File: src/rtl/seg_scan_display.sv
// rtl/seg_scan_display.sv - multiplexed hex seven-segment scan driver with frame-synchronous value commit
module seg_scan_display #(
    parameter int DIGITS = 4
) (
    input  logic                  clk,
    input  logic                  rst_n,
    input  logic                  scan_tick,
    input  logic                  blink_tick,
    input  logic [4*DIGITS-1:0]   value,
    input  logic [DIGITS-1:0]     dp_in,
    input  logic [DIGITS-1:0]     blink_en,
    input  logic                  blank_lz,
    input  logic                  load,
    output logic                  load_ack,
    output logic [DIGITS-1:0]     an,
    output logic [6:0]            seg,
    output logic                  dp
);

    localparam int IW = (DIGITS > 1) ? $clog2(DIGITS) : 1;
    localparam logic [IW-1:0] LAST_IDX = IW'(DIGITS - 1);

    // Shadow copy written by load; committed copy drives the scan.
    logic [4*DIGITS-1:0] shadow_val;
    logic [DIGITS-1:0]   shadow_dp;
    logic                pending;
    logic [4*DIGITS-1:0] disp_val;
    logic [DIGITS-1:0]   disp_dp;
    logic [IW-1:0]       idx;
    logic                phase;

    logic [3:0]          cur_nib;
    logic                cur_dp;
    logic                cur_blink;
    logic                upper_zero;
    logic                lz_blank;
    logic [DIGITS-1:0]   an_next;
    logic [6:0]          seg_next;
    logic                dp_next;
    logic                frame_end;
    logic                commit;

    // Active-low gfedcba pattern for one hex nibble.
    function automatic logic [6:0] hex_to_seg(input logic [3:0] nib);
        case (nib)
            4'h0:    hex_to_seg = 7'h40;
            4'h1:    hex_to_seg = 7'h79;
            4'h2:    hex_to_seg = 7'h24;
            4'h3:    hex_to_seg = 7'h30;
            4'h4:    hex_to_seg = 7'h19;
            4'h5:    hex_to_seg = 7'h12;
            4'h6:    hex_to_seg = 7'h02;
            4'h7:    hex_to_seg = 7'h78;
            4'h8:    hex_to_seg = 7'h00;
            4'h9:    hex_to_seg = 7'h10;
            4'hA:    hex_to_seg = 7'h08;
            4'hB:    hex_to_seg = 7'h03;
            4'hC:    hex_to_seg = 7'h46;
            4'hD:    hex_to_seg = 7'h21;
            4'hE:    hex_to_seg = 7'h06;
            default: hex_to_seg = 7'h0E;
        endcase
    endfunction

    // Select the current digit's data and build the next output pattern.
    always_comb begin
        cur_nib    = 4'h0;
        cur_dp     = 1'b0;
        cur_blink  = 1'b0;
        upper_zero = 1'b1;
        an_next    = '1;
        for (int k = 0; k < DIGITS; k++) begin
            if (idx == IW'(k)) begin
                cur_nib    = disp_val[4*k +: 4];
                cur_dp     = disp_dp[k];
                cur_blink  = blink_en[k];
                an_next[k] = 1'b0;
            end
            if ((IW'(k) >= idx) && (disp_val[4*k +: 4] != 4'h0)) begin
                upper_zero = 1'b0;
            end
        end
        // Digit 0 always shows, so a zero value still reads "0".
        lz_blank = blank_lz && (idx != '0) && upper_zero;
        if (phase && cur_blink) begin
            seg_next = 7'h7F;
            dp_next  = 1'b1;
        end else if (lz_blank) begin
            seg_next = 7'h7F;
            dp_next  = ~cur_dp;
        end else begin
            seg_next = hex_to_seg(cur_nib);
            dp_next  = ~cur_dp;
        end
        frame_end = scan_tick && (idx == LAST_IDX);
        commit    = frame_end && (pending || load);
    end

    // Scan position and registered digit outputs; they move only on scan_tick.
    always_ff @(posedge clk) begin
        if (!rst_n) begin
            idx <= '0;
            an  <= '1;
            seg <= 7'h7F;
            dp  <= 1'b1;
        end else if (scan_tick) begin
            an  <= an_next;
            seg <= seg_next;
            dp  <= dp_next;
            idx <= (idx == LAST_IDX) ? '0 : idx + IW'(1);
        end
    end

    // Blink phase; the scan path above samples it before this toggle lands.
    always_ff @(posedge clk) begin
        if (!rst_n) begin
            phase <= 1'b0;
        end else if (blink_tick) begin
            phase <= ~phase;
        end
    end

    // Load capture and commit at the frame boundary, with the one-cycle ack.
    always_ff @(posedge clk) begin
        if (!rst_n) begin
            shadow_val <= '0;
            shadow_dp  <= '0;
            pending    <= 1'b0;
            disp_val   <= '0;
            disp_dp    <= '0;
            load_ack   <= 1'b0;
        end else begin
            load_ack <= 1'b0;
            if (load) begin
                shadow_val <= value;
                shadow_dp  <= dp_in;
            end
            if (commit) begin
                // A load landing on the boundary bypasses the shadow.
                disp_val <= load ? value : shadow_val;
                disp_dp  <= load ? dp_in : shadow_dp;
                pending  <= 1'b0;
                load_ack <= 1'b1;
            end else if (load) begin
                pending <= 1'b1;
            end
        end
    end

endmodule
File: config.mk
export PLATFORM = sky130hd
export DESIGN_NAME = seg_scan_display
export DESIGN_NICKNAME = d
export VERILOG_FILES = /design/src/rtl/seg_scan_display.sv
export SDC_FILE = /design/constraint.sdc
export NUM_CORES = 1
export LEC_CHECK = 0
export ABC_CLOCK_PERIOD_IN_PS = 2210
export CAP_MARGIN = 20
export CORE_MARGIN = 4
export CORE_UTILIZATION = 29
export CTS_CLUSTER_SIZE = 28
export DETAILED_ROUTE_END_ITERATION = 12
export SYNTH_ARGS = -nofsm -noshare
export SYNTH_HDL_FRONTEND = slang
export SYNTH_SLANG_ARGS = --single-unit
File: constraint.sdc
create_clock -name clk -period 2.21 [get_ports clk]
set_input_delay 0.442 -clock clk [delete_from_list [all_inputs] [get_ports clk]]
set_output_delay 0.442 -clock clk [all_outputs]
set_load 0.02 [all_outputs]
==> qor.yml <==
outcome: "completed"
postSynth.asyncResetShare_pct: 0
synth_seq_cells: 57
setup-violations-final: 0
cap_violations: 0
period_needed_ps: 2110
ys_seq_area_share_pct: 41.9
endpoint_kind: "flop"
power_frac_seq_pct: 41.5
clk_pin_slew_ps: 60
gr-total-overflow: 0
reg2reg_depth: 11
cts_buffer_depth: 2
crit_start: "idx[0]"
die_w_microns: 105
fmax_ghz: 0.474
relSlewSlack_pct: 71.3
antenna_found_initial: 0
gp_congestion: 0.852
tightest_slew_ps: 428
cp_max_fo: 7
grt_pass1_wl_microns: 9940
path_buf_inv: 4
fin_ws_ps: 102
ioPinCount: 43
drtAntennaViolNets: 0
start_util_pct: 29.6
p_comb_share_pct: 18.5
dp_hpwl_microns: 4330
start_kind: "flop"
avgSynthCellArea_sq_um: 9.95
arrival_ps: 2340
p_sw_mw: 0.666
dp_cells: 431
synth_area_sq_um: 2730
routedWlPerCell_microns: 13.2
hold_path.class: "flop to flop"
die-area_sq_um: 11000
grt_max_degree: 52
cts_max_level: 3
io_buffers: 42
synthCells: 274
drv_slew: 0
totalWireLength_microns: 5940
final_cell_mix: "dfxtp_1, clkdlybuf4s50_1, nand2_1"
ys_warn_count: 0
power_density_nw_per_um2: 721
cts_sinks: 57
critPathMaxStageDelay_ps: 390
vias: 2065
regToRegSetupSlack_ps: 100
synth_edf_count: 0
finalNonFillerCells: 449
drt-vias-per-instance: 4.60
layout-drive-gt1-share_pct: 18.9
skew_ps: 7.59
cts_root_buffer: "clkbuf_8"
peakVddDrop_v: 0.000275
regToRegEndpoint: "seg[3]"
areaGrowthSynthToFinish_pct: 36.4
cp-endpoint: "seg[3]"
detail_route.first_pass.iterations: 4
cts_buffers: 9
pre_cts_ws_ps: -48.2
post-route-drc-count: 0
grt_pass1_vias: 2073
cp_cell_sequence: "inv_4, ha_4, inv_1, o21a_1, a22o_1, buf_4, buf_4, ha_1, mux2i_1, mux2i_1, o22a_1"
fin_crit_sh_pct: 95.4
path_delay_family: "compound AO/OA/AOI/OAI gates"
fp.dieH_microns: 105
hold_viol_final: 0
cp_num_cells: 11
grt_use_total_pct: 11.3
clk_latency_ps: 330
sw_frac_of_total_pct: 24.9
ys_types: 45
diodes: 0
slowest_stage: "dfxtp_4"
syn_nets: 316
crit_type: "flop to flop"
r2r-start: "idx[0]"
intPower_mw: 2.01
cts_tree: "yes"
final_common_cell: "dfxtp_1"
total_power_mw: 2.68
p_leak_nw: 1.68
clkPwrFrac_pct: 39.9
drtIter0Drc: 125
required_ps: 2440
ys.flop_type: "dfxtp_1"
hold_ws_ps: 479
core_area_sq_um: 9200
rows: 35
nNetsFinal: 375
cell type report:
cell class | instances | area, sq um
timing repair buffer | 67 | 633
inverter | 8 | 32.5
sequential | 57 | 1150
tap | 111 | 139
clock buffer | 11 | 141
multi-input combinational | 190 | 1550
fill | 921 | 5480
clock inverter | 5 | 78.8
registers in the layout, indices dropped and copies added, names as in the netlist, 2 cells and up:
name	count
idx	2
seg	7
an	4
shadow_val	16
disp_dp	4
shadow_dp	4
disp_val	16
what timing repair did:
item                       CTS  global route
setup endpoints to repair    7             7
gates resized for setup      7             8
gates cloned                 0             0
hold buffers                 0             0
setup buffers                0             2
pin swaps                    1             2
synth_stat cells, types with 3 or more instances:
| cell type | instances | share of area, % |
|---|---|---|
| clkbuf_1 | 11 | 1.5 |
| nor3b_1 | 4 | 1.1 |
| nor4_1 | 3 | 0.69 |
| ha_1 | 12 | 5.5 |
| o22a_1 | 3 | 0.96 |
| o211a_1 | 20 | 7.3 |
| dfxtp_1 | 57 | 42 |
| nand3b_1 | 3 | 0.83 |
| o32a_1 | 4 | 1.5 |
| a21oi_1 | 7 | 1.3 |
| inv_1 | 8 | 1.1 |
| o21ai_0 | 7 | 1.3 |
| mux2i_1 | 24 | 8.8 |
| nor2_1 | 7 | 0.96 |
| nand3_1 | 3 | 0.55 |
| nor2b_1 | 25 | 5.7 |
| nand2_1 | 33 | 4.5 |
| nand2b_1 | 4 | 0.92 |
| buf_6 | 3 | 1.2 |
| a211oi_1 | 3 | 0.83 |
worst min-delay path by stage:
| stage | from | slack [ps] | cells past startpoint | to |
|---|---|---|---|---|
| detailed placement | seg[6] | 470 | 1 | seg[6] |
| finish | seg[2] | 480 | 1 | seg[2] |
| global route | seg[6] | 510 | 1 | seg[6] |
| floorplan | disp_dp[3] | 470 | 1 | disp_dp[3] |
| global placement | seg[5] | 460 | 1 | seg[5] |
| CTS | seg[6] | 490 | 1 | seg[6] |
logic make-up after synthesis:
logic type / Yosys count / synth area share, %
simple gates: 92 / 19.0
compound gates: 59 / 19.0
flops: 57 / 41.9
buf+inv: 27 / 4.77
mux: 25 / 9.22
fa+ha+maj: 12 / 5.51
xor+xnor: 2 / 0.643
through the flow:
| stage | util [%] | setup TNS (ps) | cell area (sq um) |
|---|---|---|---|
| global placement | 37.0 | 0 | 3400 |
| CTS | 39.8 | 0 | 3660 |
| finish | 40.4 | 0 | 3720 |
| detailed placement | 37.0 | -60.6 | 3400 |
| floorplan | - | 0 | 2750 |
| global route | 40.4 | -6.58 | 3720 |
power by group through the flow:
stage          logic, mW  registers (mW)  clock network [mW]
4_1_cts            0.483            1.11                1.10
6_report           0.496            1.11                1.07
5_1_grt            0.543            1.12                1.14
3_5_place_dp       0.471            1.13                   0
2_1_floorplan      0.266            1.15                   0
3_3_place_gp       0.465            1.13                   0
metal layers:
metal	up-vias	track usage, %	wire length, microns
li1	1086	-	-
met1	921	14.9	2970
met2	52	16.5	2550
met3	6	4.63	363
met4	0	3.94	59
met5	-	0	0
(Power assumes the default switching activity.)
